## config.mk

```make
export PLATFORM = sky130hd
export DESIGN_NAME = pc_seq_flat
export DESIGN_NICKNAME = d
export VERILOG_FILES = /design/src/rtl/pc_pkg.sv /design/src/rtl/pc_seq_if.sv /design/src/rtl/pc_ras.sv /design/src/rtl/pc_seq.sv /design/src/flat_wrapper.sv
export SDC_FILE = /design/constraint.sdc
export NUM_CORES = 1
export LEC_CHECK = 0
export CELL_PAD_IN_SITES_DETAIL_PLACEMENT = 0
export CELL_PAD_IN_SITES_GLOBAL_PLACEMENT = 1
export CORE_MARGIN = 2
export CORE_UTILIZATION = 37
export DETAILED_ROUTE_END_ITERATION = 12
export GPL_TIMING_DRIVEN = 0
export PLACE_DENSITY = 0.78
export SLEW_MARGIN = 15
export SYNTH_ARGS = -nofsm -noshare
export SYNTH_HDL_FRONTEND = slang
export SYNTH_SLANG_ARGS = --single-unit
```

## constraint.sdc

```tcl
create_clock -name clk -period 2.2 [get_ports clk]
set_input_delay 0.22 -clock clk [delete_from_list [all_inputs] [get_ports clk]]
set_output_delay 0.22 -clock clk [all_outputs]
set_load 0.01 [all_outputs]
```

## src/rtl/pc_pkg.sv

```systemverilog
// Shared types for the program-counter sequencer: op encoding and
// the decode that folds reserved codes onto a defined behaviour.
package pc_pkg;

  typedef enum logic [2:0] {
    OP_HOLD = 3'd0,
    OP_INC  = 3'd1,
    OP_JMP  = 3'd2,
    OP_BR   = 3'd3,
    OP_CALL = 3'd4,
    OP_RET  = 3'd5
  } pc_op_e;

  // Codes 6 and 7 are unassigned; they execute as this op.
  localparam pc_op_e RESERVED_OP = OP_HOLD;

  function automatic pc_op_e op_decode(input logic [2:0] raw);
    if (raw > 3'd5) return RESERVED_OP;
    return pc_op_e'(raw);
  endfunction

endpackage

```

## src/rtl/pc_seq_if.sv

```systemverilog
// Control-unit <-> PC sequencer bundle. master = control unit, slave = pc_seq.
interface pc_seq_if #(
  parameter int WIDTH = 8,
  parameter int DEPTH = 4
);
  localparam int DW = $clog2(DEPTH + 1);

  logic             en;
  logic [2:0]       op;
  logic [WIDTH-1:0] target;
  logic [WIDTH-1:0] offset;
  logic             flt_clr;
  logic [WIDTH-1:0] pc;
  logic [WIDTH-1:0] ret_addr;
  logic [DW-1:0]    depth;
  logic             full;
  logic             empty;
  logic             ovf;
  logic             udf;

  modport master (
    output en, op, target, offset, flt_clr,
    input  pc, ret_addr, depth, full, empty, ovf, udf
  );

  modport slave (
    input  en, op, target, offset, flt_clr,
    output pc, ret_addr, depth, full, empty, ovf, udf
  );

endinterface

```

## src/rtl/pc_ras.sv

```systemverilog
// Return-address stack: DEPTH x WIDTH registers, push/pop never together.
// Popped slots keep their contents; top reads 0 when the stack is empty.
module pc_ras #(
  parameter int WIDTH = 8,
  parameter int DEPTH = 4,
  localparam int DW   = $clog2(DEPTH + 1)
) (
  input  logic             clk,
  input  logic             rst,
  input  logic             push,
  input  logic             pop,
  input  logic [WIDTH-1:0] din,
  output logic [WIDTH-1:0] top,
  output logic [DW-1:0]    depth,
  output logic             full,
  output logic             empty
);

  logic [WIDTH-1:0] stack [DEPTH];
  logic [DW-1:0]    cnt;

  always_ff @(posedge clk or posedge rst) begin
    if (rst) begin
      cnt <= '0;
      for (int i = 0; i < DEPTH; i++) stack[i] <= '0;
    end else if (push && !full) begin
      for (int i = 0; i < DEPTH; i++)
        if (DW'(i) == cnt) stack[i] <= din;
      cnt <= cnt + 1'b1;
    end else if (pop && !empty) begin
      cnt <= cnt - 1'b1;
    end
  end

  always_comb begin
    top = '0;
    for (int i = 0; i < DEPTH; i++)
      if (DW'(i + 1) == cnt) top = stack[i];
  end

  assign depth = cnt;
  assign full  = (cnt == DW'(DEPTH));
  assign empty = (cnt == '0);

endmodule

```

## src/rtl/pc_seq.sv

```systemverilog
// Fetch-stage program counter: increment, jump, relative branch,
// call/return through pc_ras, with sticky overflow/underflow flags.
module pc_seq
  import pc_pkg::*;
#(
  parameter int               WIDTH     = 8,
  parameter int               DEPTH     = 4,
  parameter logic [WIDTH-1:0] RESET_VEC = '0
) (
  input logic     clk,
  input logic     rst,
  pc_seq_if.slave bus
);

  localparam int DW = $clog2(DEPTH + 1);

  logic [WIDTH-1:0]        pc_p0;
  logic [WIDTH-1:0]        pc_nxt;
  logic [WIDTH-1:0]        pc_inc;
  logic signed [WIDTH-1:0] offset_s;
  logic signed [WIDTH-1:0] br_sum;
  logic [WIDTH-1:0]        ras_top;
  logic [DW-1:0]           ras_depth;
  logic                    ras_full;
  logic                    ras_empty;
  logic                    push;
  logic                    pop;
  logic                    ovf_set;
  logic                    udf_set;
  logic                    ovf_p0;
  logic                    udf_p0;
  pc_op_e                  op_eff;

  assign op_eff   = op_decode(bus.op);
  assign pc_inc   = pc_p0 + 1'b1;
  assign offset_s = $signed(bus.offset);
  // Same-width two's-complement add: sign extension is implicit and the
  // carry out is discarded, giving the mod 2^WIDTH wrap.
  assign br_sum   = $signed(pc_p0) + offset_s;

  always_comb begin
    pc_nxt  = pc_p0;
    push    = 1'b0;
    pop     = 1'b0;
    ovf_set = 1'b0;
    udf_set = 1'b0;
    if (bus.en) begin
      case (op_eff)
        OP_INC: pc_nxt = pc_inc;
        OP_JMP: pc_nxt = bus.target;
        OP_BR:  pc_nxt = $unsigned(br_sum);
        OP_CALL: begin
          if (ras_full) begin
            ovf_set = 1'b1;
          end else begin
            push   = 1'b1;
            pc_nxt = bus.target;
          end
        end
        OP_RET: begin
          if (ras_empty) begin
            udf_set = 1'b1;
          end else begin
            pop    = 1'b1;
            pc_nxt = ras_top;
          end
        end
        default: pc_nxt = pc_p0;
      endcase
    end
  end

  // ---- stage p0: pc and sticky fault registers ----
  always_ff @(posedge clk or posedge rst) begin
    if (rst) begin
      pc_p0  <= RESET_VEC;
      ovf_p0 <= 1'b0;
      udf_p0 <= 1'b0;
    end else begin
      pc_p0  <= pc_nxt;
      // Clear first, then set: a fault in the clearing cycle survives.
      ovf_p0 <= (ovf_p0 & ~bus.flt_clr) | ovf_set;
      udf_p0 <= (udf_p0 & ~bus.flt_clr) | udf_set;
    end
  end

  pc_ras #(
    .WIDTH (WIDTH),
    .DEPTH (DEPTH)
  ) u_ras (
    .clk   (clk),
    .rst   (rst),
    .push  (push),
    .pop   (pop),
    .din   (pc_inc),
    .top   (ras_top),
    .depth (ras_depth),
    .full  (ras_full),
    .empty (ras_empty)
  );

  assign bus.pc       = pc_p0;
  assign bus.ret_addr = ras_top;
  assign bus.depth    = ras_depth;
  assign bus.full     = ras_full;
  assign bus.empty    = ras_empty;
  assign bus.ovf      = ovf_p0;
  assign bus.udf      = udf_p0;

endmodule
```

## src/flat_wrapper.sv

```systemverilog
// flat-port wrapper written by rule: the top's interface ports become plain ports
module pc_seq_flat import pc_pkg::*;
#(
  parameter int               WIDTH     = 8,
  parameter int               DEPTH     = 4,
  parameter logic [WIDTH-1:0] RESET_VEC = '0
)
  (clk, rst, bus_en, bus_op, bus_target, bus_offset, bus_flt_clr, bus_pc, bus_ret_addr, bus_depth, bus_full, bus_empty, bus_ovf, bus_udf);
  pc_seq_if #(.WIDTH(WIDTH), .DEPTH(DEPTH)) bus_i ();
  input logic clk;
  input logic rst;
  input wire logic [$bits(bus_i.en)-1:0] bus_en;
  input wire logic [$bits(bus_i.op)-1:0] bus_op;
  input wire logic [$bits(bus_i.target)-1:0] bus_target;
  input wire logic [$bits(bus_i.offset)-1:0] bus_offset;
  input wire logic [$bits(bus_i.flt_clr)-1:0] bus_flt_clr;
  output wire logic [$bits(bus_i.pc)-1:0] bus_pc;
  output wire logic [$bits(bus_i.ret_addr)-1:0] bus_ret_addr;
  output wire logic [$bits(bus_i.depth)-1:0] bus_depth;
  output wire logic [$bits(bus_i.full)-1:0] bus_full;
  output wire logic [$bits(bus_i.empty)-1:0] bus_empty;
  output wire logic [$bits(bus_i.ovf)-1:0] bus_ovf;
  output wire logic [$bits(bus_i.udf)-1:0] bus_udf;
  assign bus_i.en = bus_en;
  assign bus_i.op = bus_op;
  assign bus_i.target = bus_target;
  assign bus_i.offset = bus_offset;
  assign bus_i.flt_clr = bus_flt_clr;
  assign bus_pc = bus_i.pc;
  assign bus_ret_addr = bus_i.ret_addr;
  assign bus_depth = bus_i.depth;
  assign bus_full = bus_i.full;
  assign bus_empty = bus_i.empty;
  assign bus_ovf = bus_i.ovf;
  assign bus_udf = bus_i.udf;
  pc_seq #(.WIDTH(WIDTH), .DEPTH(DEPTH), .RESET_VEC(RESET_VEC)) u_core (.clk(clk), .rst(rst), .bus(bus_i));
endmodule
```

==> metrics.md, run 1 <==
| Metric | Value |
|---|---|
| Yosys top cell area share | 0.3891 |
| Synthesis Warnings | 0 |
| Worst setup margin | -0.05160 ns |
| Vias per Instance | approximately 5.4 |
| Worst skew pair latency | ~0.30 ns |
| Flop pwr share | 0.311 |
| Mapped Nets | 348 |
| Failing checks | setup timing |
| Routed WL | 8014 um |
| Largest net degree at the start of global routing | 27 |
| Placer congestion estimate | 0.8801 |
| Internal | approximately 0.0026 W |
| Post-route setup TNS | -0.1007 ns |
| Initial drt markers | 76 |
| Gr ovfl total | 0 |
| Pwr Total | 0.004554 W |
| Cell area after synthesis | 2894 um2 |
| Hold Crit Class | in2async |
| Max Clock Freq | roughly 440 MHz |
| Initial Util | 0.3784 |
| Vias in the first global route | about 2.4k |
| CTS buffer count | 5 |
| Initial antenna violation count | 0 |
| CTS sink cnt | 45 |
| Design Area, Final | 3906 um2 |
| Crit start category | register |
| RSZ-0062 raised after global routing | yes |
| Setup violations, final | 3 |
| Hold_buf cts | 0 |
| Final worst path period need | about 2.3 ns |
| Core area | 7647 um2 |
| Clk pwr share | 0.117 |
| Yosys reg bits | between 40 and 50 |
| Yosys cell types | ~60 |
| Max FO, Critical Path | 6 |
| Slew @ Worst Pin | approximately 0.53 ns |
| # DRC | 0 |
| Combinational fraction of design power | 0.572 |
| Worst Path Required | between 1.5 and 2 ns |
| Worst hold slack | roughly 0.25 ns |
| Post-DP HPWL | slightly below 6000 um |
| Setup Skew | around 0.012 ns |
| Area grow syn2layout | 34.98% |
| Number of port buffers | 45 |
| Worst-path clk slew | 0.09 ns |
| FP Rows | 32 |
| VDD IR-drop max | 0.5973 mV |
| Setup slack after placement | -0.6197 ns |
| Total GRT Usage | 0.1895 |
| Ys async rst share | 1.000 |
| Share of cells above drive strength 1 | 0.2559 |
| Status | complete, but fails checks |
| Die ar. | between 8000 and 9000 um2 |
| Period utilisation layout | 1.023 |
| Antenna viol nets, final | 0 |
| CTS root buf | clkbuf_8 |
| Max_slew headroom | 0.6431 |
| Die width | 92.44 um |
| Register area share after synthesis | 0.3891 |
| Synth top area cells | dfrtp_1 (39%), ha_1 (7.3%), a21oi_1 (5.7%), nor2_1 (4.0%), nand2_1 (3.5%) |
| Cell with the most instances after synthesis | dfrtp_1 |
| CTS tree | yes |
| Clk buf depth | 2 |
| Cell taking the most area after synthesis | dfrtp_1 |
| WL/cell | around 17 um |
| Reg-to-reg setup timing slack | 0 ns |
| Post-synth EDFFs | 0 |
| Pwr/cell area | roughly 1200 nW/um2 |
| Avg Cell Area, Syn | approximately 9.4 um2 |
| Placed inst area | between 3000 and 4000 um2 |
| Drt pass-1 iters | 4 |
| Num ports | 46 |
| Post-synth top cells | dfrtp_1 (45), a21oi_1 (33), nor2_1 (31), nand2_1 (27), inv_1 (19) |
| Crit. End Element | output pin |
| Arrival @ worst endpoint | 2.03 ns |
| Via count | between 2k and 3k |
| Max-cap violations | 0 |
| Leakage power | approximately 1.6 nW |
| Diode count | 0 |
| Max-slew violations | 0 |
| First-pass GRT wire length | 12720 um |
| Switching power | roughly 0.0019 W |
| Die height | approximately 90 um |
| Switching part of the total | 0.4206 |
| Ys flop type | dfrtp_1 |
| Final hold violation count | 0 |
| Final Net Count | 420 |
| H-Tree Depth | 2 |
| Critical path type | reg2out |
| FILL cells | 713 |
| Cell count after synthesis | approximately 310 |
[cell families after synthesis]
family,count (synthesis),share of synthesized area
buf+inv,32,0.04799
xor+xnor,11,0.03329
flops,45,0.3891
mux,12,0.04453
fa+ha+maj,18,0.08041
simple gates,97,0.1811
compound gates,92,0.2235
[flip-flops by register name (all words and copies together) (netlist names)]
| signal | count |
|---|---|
| u_core.u_ras.stack | 32 |
| u_core.bus.ovf | 1 |
| u_core.bus.udf | 1 |
| u_core.bus.pc | 8 |
| u_core.u_ras.depth | 3 |
[path summary, 6_finish.rpt]
check                                            from                     end  cells after the start
worst max register to register  u_core.u_ras.depth[1]        u_core.bus.pc[0]                      8
worst min register to register  u_core.u_ras.stack[3]   u_core.u_ras.stack[3]                      2
max in group asynchronous                         rst  u_core.u_ras.stack[21]                      3
min in group clk                u_core.u_ras.stack[3]   u_core.u_ras.stack[3]                      2
worst max-delay path            u_core.u_ras.depth[0]         bus_ret_addr[7]                      8
worst min-delay path                              rst  u_core.u_ras.stack[25]                      2
[critical path: stages (launching register included)]
cell     delay (ns)
dfrtp_2        0.45
buf_4          0.16
ha_4           0.16
nor4b_4        0.12
buf_4          0.16
a221o_1        0.30
a21oi_2        0.17
nor2_2         0.06
buf_2          0.14
[routing by layer]
metal	routed length, um	up-vias	global-route usage
li1	-	1260	-
met4	92	0	0.05100
met5	0	-	0
met2	3821	57	0.3078
met1	3810	1252	0.2613
met3	290	10	0.03255
[cell usage in the layout, fill, tap and decap left out, drive strengths merged, types with 2 or more instances in the layout]
cell	Yosys	routed
mux2	7	7
nand4	5	5
nand3b	3	3
buf	8	35
o21bai	2	2
o22ai	4	4
a221o	4	4
mux2i	5	5
and3	2	2
clkbuf	4	10
o21ai	15	15
a22oi	3	3
a21oi	33	33
clkdlybuf4s50	0	36
a221oi	8	8
a211oi	3	3
xnor2	8	8
dlygate4sd2	0	2
o221ai	2	2
nand2b	3	3
a211o	2	2
a21o	2	2
nand2	27	27
ha	17	17
nor2	31	31
nor3	2	2
and2	2	2
and4bb	2	2
or2	2	2
dfrtp	45	45
xor2	3	3
nor3b	4	4
nand3	7	7
nor4b	2	2
inv	20	20
[per-stage QoR]
stage                     cells  utilization
after detailed placement    455       0.4568
after CTS                   474       0.4979
after floorplan             307            -
after global placement      454       0.4542
final                       481       0.5108
after global routing        481       0.5108
[repair_timing]
item / in CTS / in global routing
setup buffers: 12 / 7
resized for setup: 65 / 17
endpoints found under the setup margin: 25 / 24
pin swaps: 8 / 10
[layout make-up]
class	instances	area (um2)	share of cell area
buffer	12	87.58	0.02242
inverter	20	80.08	0.02050
sequential	45	1131	0.2896
tap	102	127.6	0.03267
multi-input combinational	230	1809	0.4632
clock buffer	7	86.33	0.02210
timing repair buffer	65	584.3	0.1496
[power by group through the flow]
stage          clock [W]  sequential [W]  combinational (W)
2_1_floorplan          0         0.00139            0.00130
3_3_place_gp           0         0.00141            0.00211
3_5_place_dp           0         0.00143            0.00214
4_1_cts         0.000540         0.00140            0.00246
5_1_grt         0.000580         0.00146            0.00284
6_report        0.000534         0.00141            0.00261
No activity file was read; power rests on OpenSTA's default activity.
==> run 2: changes to the inputs <==
Settings changed: CORE_MARGIN 2 to unset, TNS_END_PERCENT set to 10.
==> metrics.md, run 2 (synthesis results as in run 1) <==
| Metric | Value |
|---|---|
| Crit. End Element | output pin (unchanged) |
| Leakage power | 1.640 nW (was 1.642 nW) |
| Setup violations, final | 8 (was 3) |
| Placed cell count | 452 (was 455) |
| Slew @ Worst Pin | 0.4934 ns (was 0.5336 ns) |
| Worst setup margin | -0.05684 ns (was -0.05160 ns) |
| FP Rows | 31 (was 32) |
| CTS tree | yes (unchanged) |
| First-pass GRT wire length | 13100 um (was 12720 um) |
| Max_slew headroom | 0.6699 (was 0.6431) |
| Via count | 2553 (was 2579) |
| Die width | 90.44 um (was 92.44 um) |
| Final Net Count | 421 (was 420) |
| Placer congestion estimate | 0.8596 (was 0.8801) |
| Antenna viol nets, final | 0 (unchanged) |
| Period utilisation layout | 1.026 (was 1.023) |
| Setup Skew | 0.01003 ns (was 0.01154 ns) |
| Most frequent cells in the layout | dfrtp_1 (43), clkdlybuf4s50_1 (36), nor2_1 (31) (was dfrtp_1 (41), clkdlybuf4s50_1 (36), nor2_1 (30)) |
| Clk pwr share | 0.113 (was 0.117) |
| Final worst path period need | 2.257 ns (was 2.252 ns) |
| Most common cell after layout, fill and taps aside | dfrtp_1 (unchanged) |
| Vias in the first global route | 2590 (was 2428) |
| Routed WL | 7842 um (was 8014 um) |
| Die ar. | 8179 um2 (was 8545 um2) |
| H-Tree Depth | 2 (unchanged) |
| Share of cells above drive strength 1 | 0.2388 (was 0.2559) |
| Die height | 90.44 um (was 92.44 um) |
| Setup slack after placement | -0.6306 ns (was -0.6197 ns) |
| Hold Crit Class | in2async (unchanged) |
| Max Clock Freq | 443.1 MHz (was 444.1 MHz) |
| CTS sink cnt | 45 (unchanged) |
| Pwr Total | 0.004378 W (was 0.004554 W) |
| Switching power | 0.001820 W (was 0.001916 W) |
| Worst-path clk slew | 0.09 ns (about the same) |
| Status | complete, but fails checks (unchanged) |
| CTS buffer count | 5 (unchanged) |
| Initial Util | 0.3906 (was 0.3784) |
| Diode count | 0 (unchanged) |
| FILL cells | 709 (was 713) |
| Drt pass-1 iters | 4 (unchanged) |
| Arrival @ worst endpoint | 2.04 ns (was 2.03 ns) |
| Worst Path Required | 1.98 ns (about the same) |
| Largest register FFs | 32 (unchanged) |
| Crit start category | register (unchanged) |
| CTS root buf | clkbuf_8 (unchanged) |
| # DRC | 0 (unchanged) |
| Num ports | 46 (unchanged) |
| Gr ovfl total | 0 (unchanged) |
| Max-cap violations | 0 (unchanged) |
| Core area | 7408 um2 (was 7647 um2) |
| Pwr/cell area | 1142 nW/um2 (was 1166 nW/um2) |
| Design Area, Final | 3832 um2 (was 3906 um2) |
| Internal | 0.002557 W (was 0.002639 W) |
| RSZ-0062 raised after global routing | yes (unchanged) |
| Max FO, Critical Path | 6 (unchanged) |
| Failing checks | setup timing (unchanged) |
| Post-DP HPWL | 5789 um (was 5801 um) |
| Clk buf depth | 2 (unchanged) |
| Worst skew pair latency | 0.29 ns (was 0.30 ns) |
| Vias per Instance | 5.319 (was 5.362) |
| Max-slew violations | 0 (unchanged) |
| Worst hold slack | 0.2163 ns (was 0.2511 ns) |
| Area grow syn2layout | 32.43% (was 34.98%) |
| Total GRT Usage | 0.1983 (was 0.1895) |
| VDD IR-drop max | 0.3368 mV (was 0.5973 mV) |
| Critical path type | reg2out (unchanged) |
| Combinational fraction of design power | 0.572 (about the same) |
| Top reg by flops | u_core.u_ras.stack (unchanged) |
| WL/cell | 16.34 um (was 16.66 um) |
| Switching part of the total | 0.4158 (was 0.4206) |
| Placed inst area | 3490 um2 (was 3493 um2) |
| Flop pwr share | 0.315 (was 0.311) |
| Final hold violation count | 0 (unchanged) |
| Number of port buffers | 45 (unchanged) |
| Final non-filler cell total | 480 (was 481) |
| Initial antenna violation count | 0 (unchanged) |
| Largest net degree at the start of global routing | 33 (was 27) |
| Initial drt markers | 130 (was 76) |
-- run 2: cell count changes in the layout (fill, tap and decap cells not counted), moves of 3 or more --
| cell | before | now |
|---|---|---|
| buf_4 | 20 | 23 |
| ha_2 | 0 | 3 |
| ha_4 | 5 | 2 |
| inv_1 | 14 | 17 |
| inv_2 | 5 | 2 |
-- run 2: worst paths after layout --
check	startpoint	cells after the start	slack (ns)	end
min in group clk	u_core.u_ras.stack[0]	2	0.49	u_core.u_ras.stack[0]
worst max register to register	u_core.u_ras.depth[0]	9	0.01	u_core.bus.pc[6]
worst max-delay path	u_core.u_ras.depth[0]	8	-0.06	bus_ret_addr[7]
worst min register to register	u_core.u_ras.stack[0]	2	0.49	u_core.u_ras.stack[0]
worst min-delay path	rst	2	0.22	u_core.u_ras.depth[2]
max in group asynchronous	rst	3	1.49	u_core.u_ras.stack[30]
-- run 2: timing repair --
action	in CTS	in global routing
buffers inserted	16	4
pin swaps	13	7
setup endpoints to repair	25	27
gates resized for setup	57	8
hold buffers	0	0
-- run 2: power by group through the flow --
| stage | Clock (W) | Combinational, W | Sequential [W] |
|---|---|---|---|
| 6_report | 0.000495 | 0.00250 | 0.00138 |
| 5_1_grt | 0.000542 | 0.00273 | 0.00143 |
| 2_1_floorplan | 0 | 0.00130 | 0.00139 |
| 3_5_place_dp | 0 | 0.00214 | 0.00142 |
| 3_3_place_gp | 0 | 0.00211 | 0.00140 |
| 4_1_cts | 0.000516 | 0.00245 | 0.00137 |
-- run 2: through the flow --
step,util,TNS (ns)
after global routing,0.5173,-1.364
after detailed placement,0.4710,-13.56
after floorplan,-,0
after CTS,0.5116,-0.3007
final,0.5173,-0.2208
after global placement,0.4683,-16.87
-- run 2: layer usage --
layer / share of wire / global-route usage
met1: 0.45 / 0.2613
met2: 0.49 / 0.3365
met3: 0.035 / 0.02862
met4: 0.018 / 0.05914
met5: 0 / 0
-- run 2: cell type report --
cell class	instances	area (um2)	area share
multi-input combinational	230	1762	0.4597
sequential	45	1129	0.2945
timing repair buffer	66	586.8	0.1531
tap	99	123.9	0.03232
clock buffer	8	80.08	0.02089
inverter	20	77.57	0.02024
buffer	12	73.82	0.01926
-- run 2: critical path, stage by stage (launching register included) --
cell,delay [ns]
dfrtp_1,0.42
buf_4,0.15
ha_2,0.20
nor4b_4,0.13
buf_4,0.16
a221o_1,0.31
a21oi_2,0.18
nor2_1,0.07
buf_2,0.14
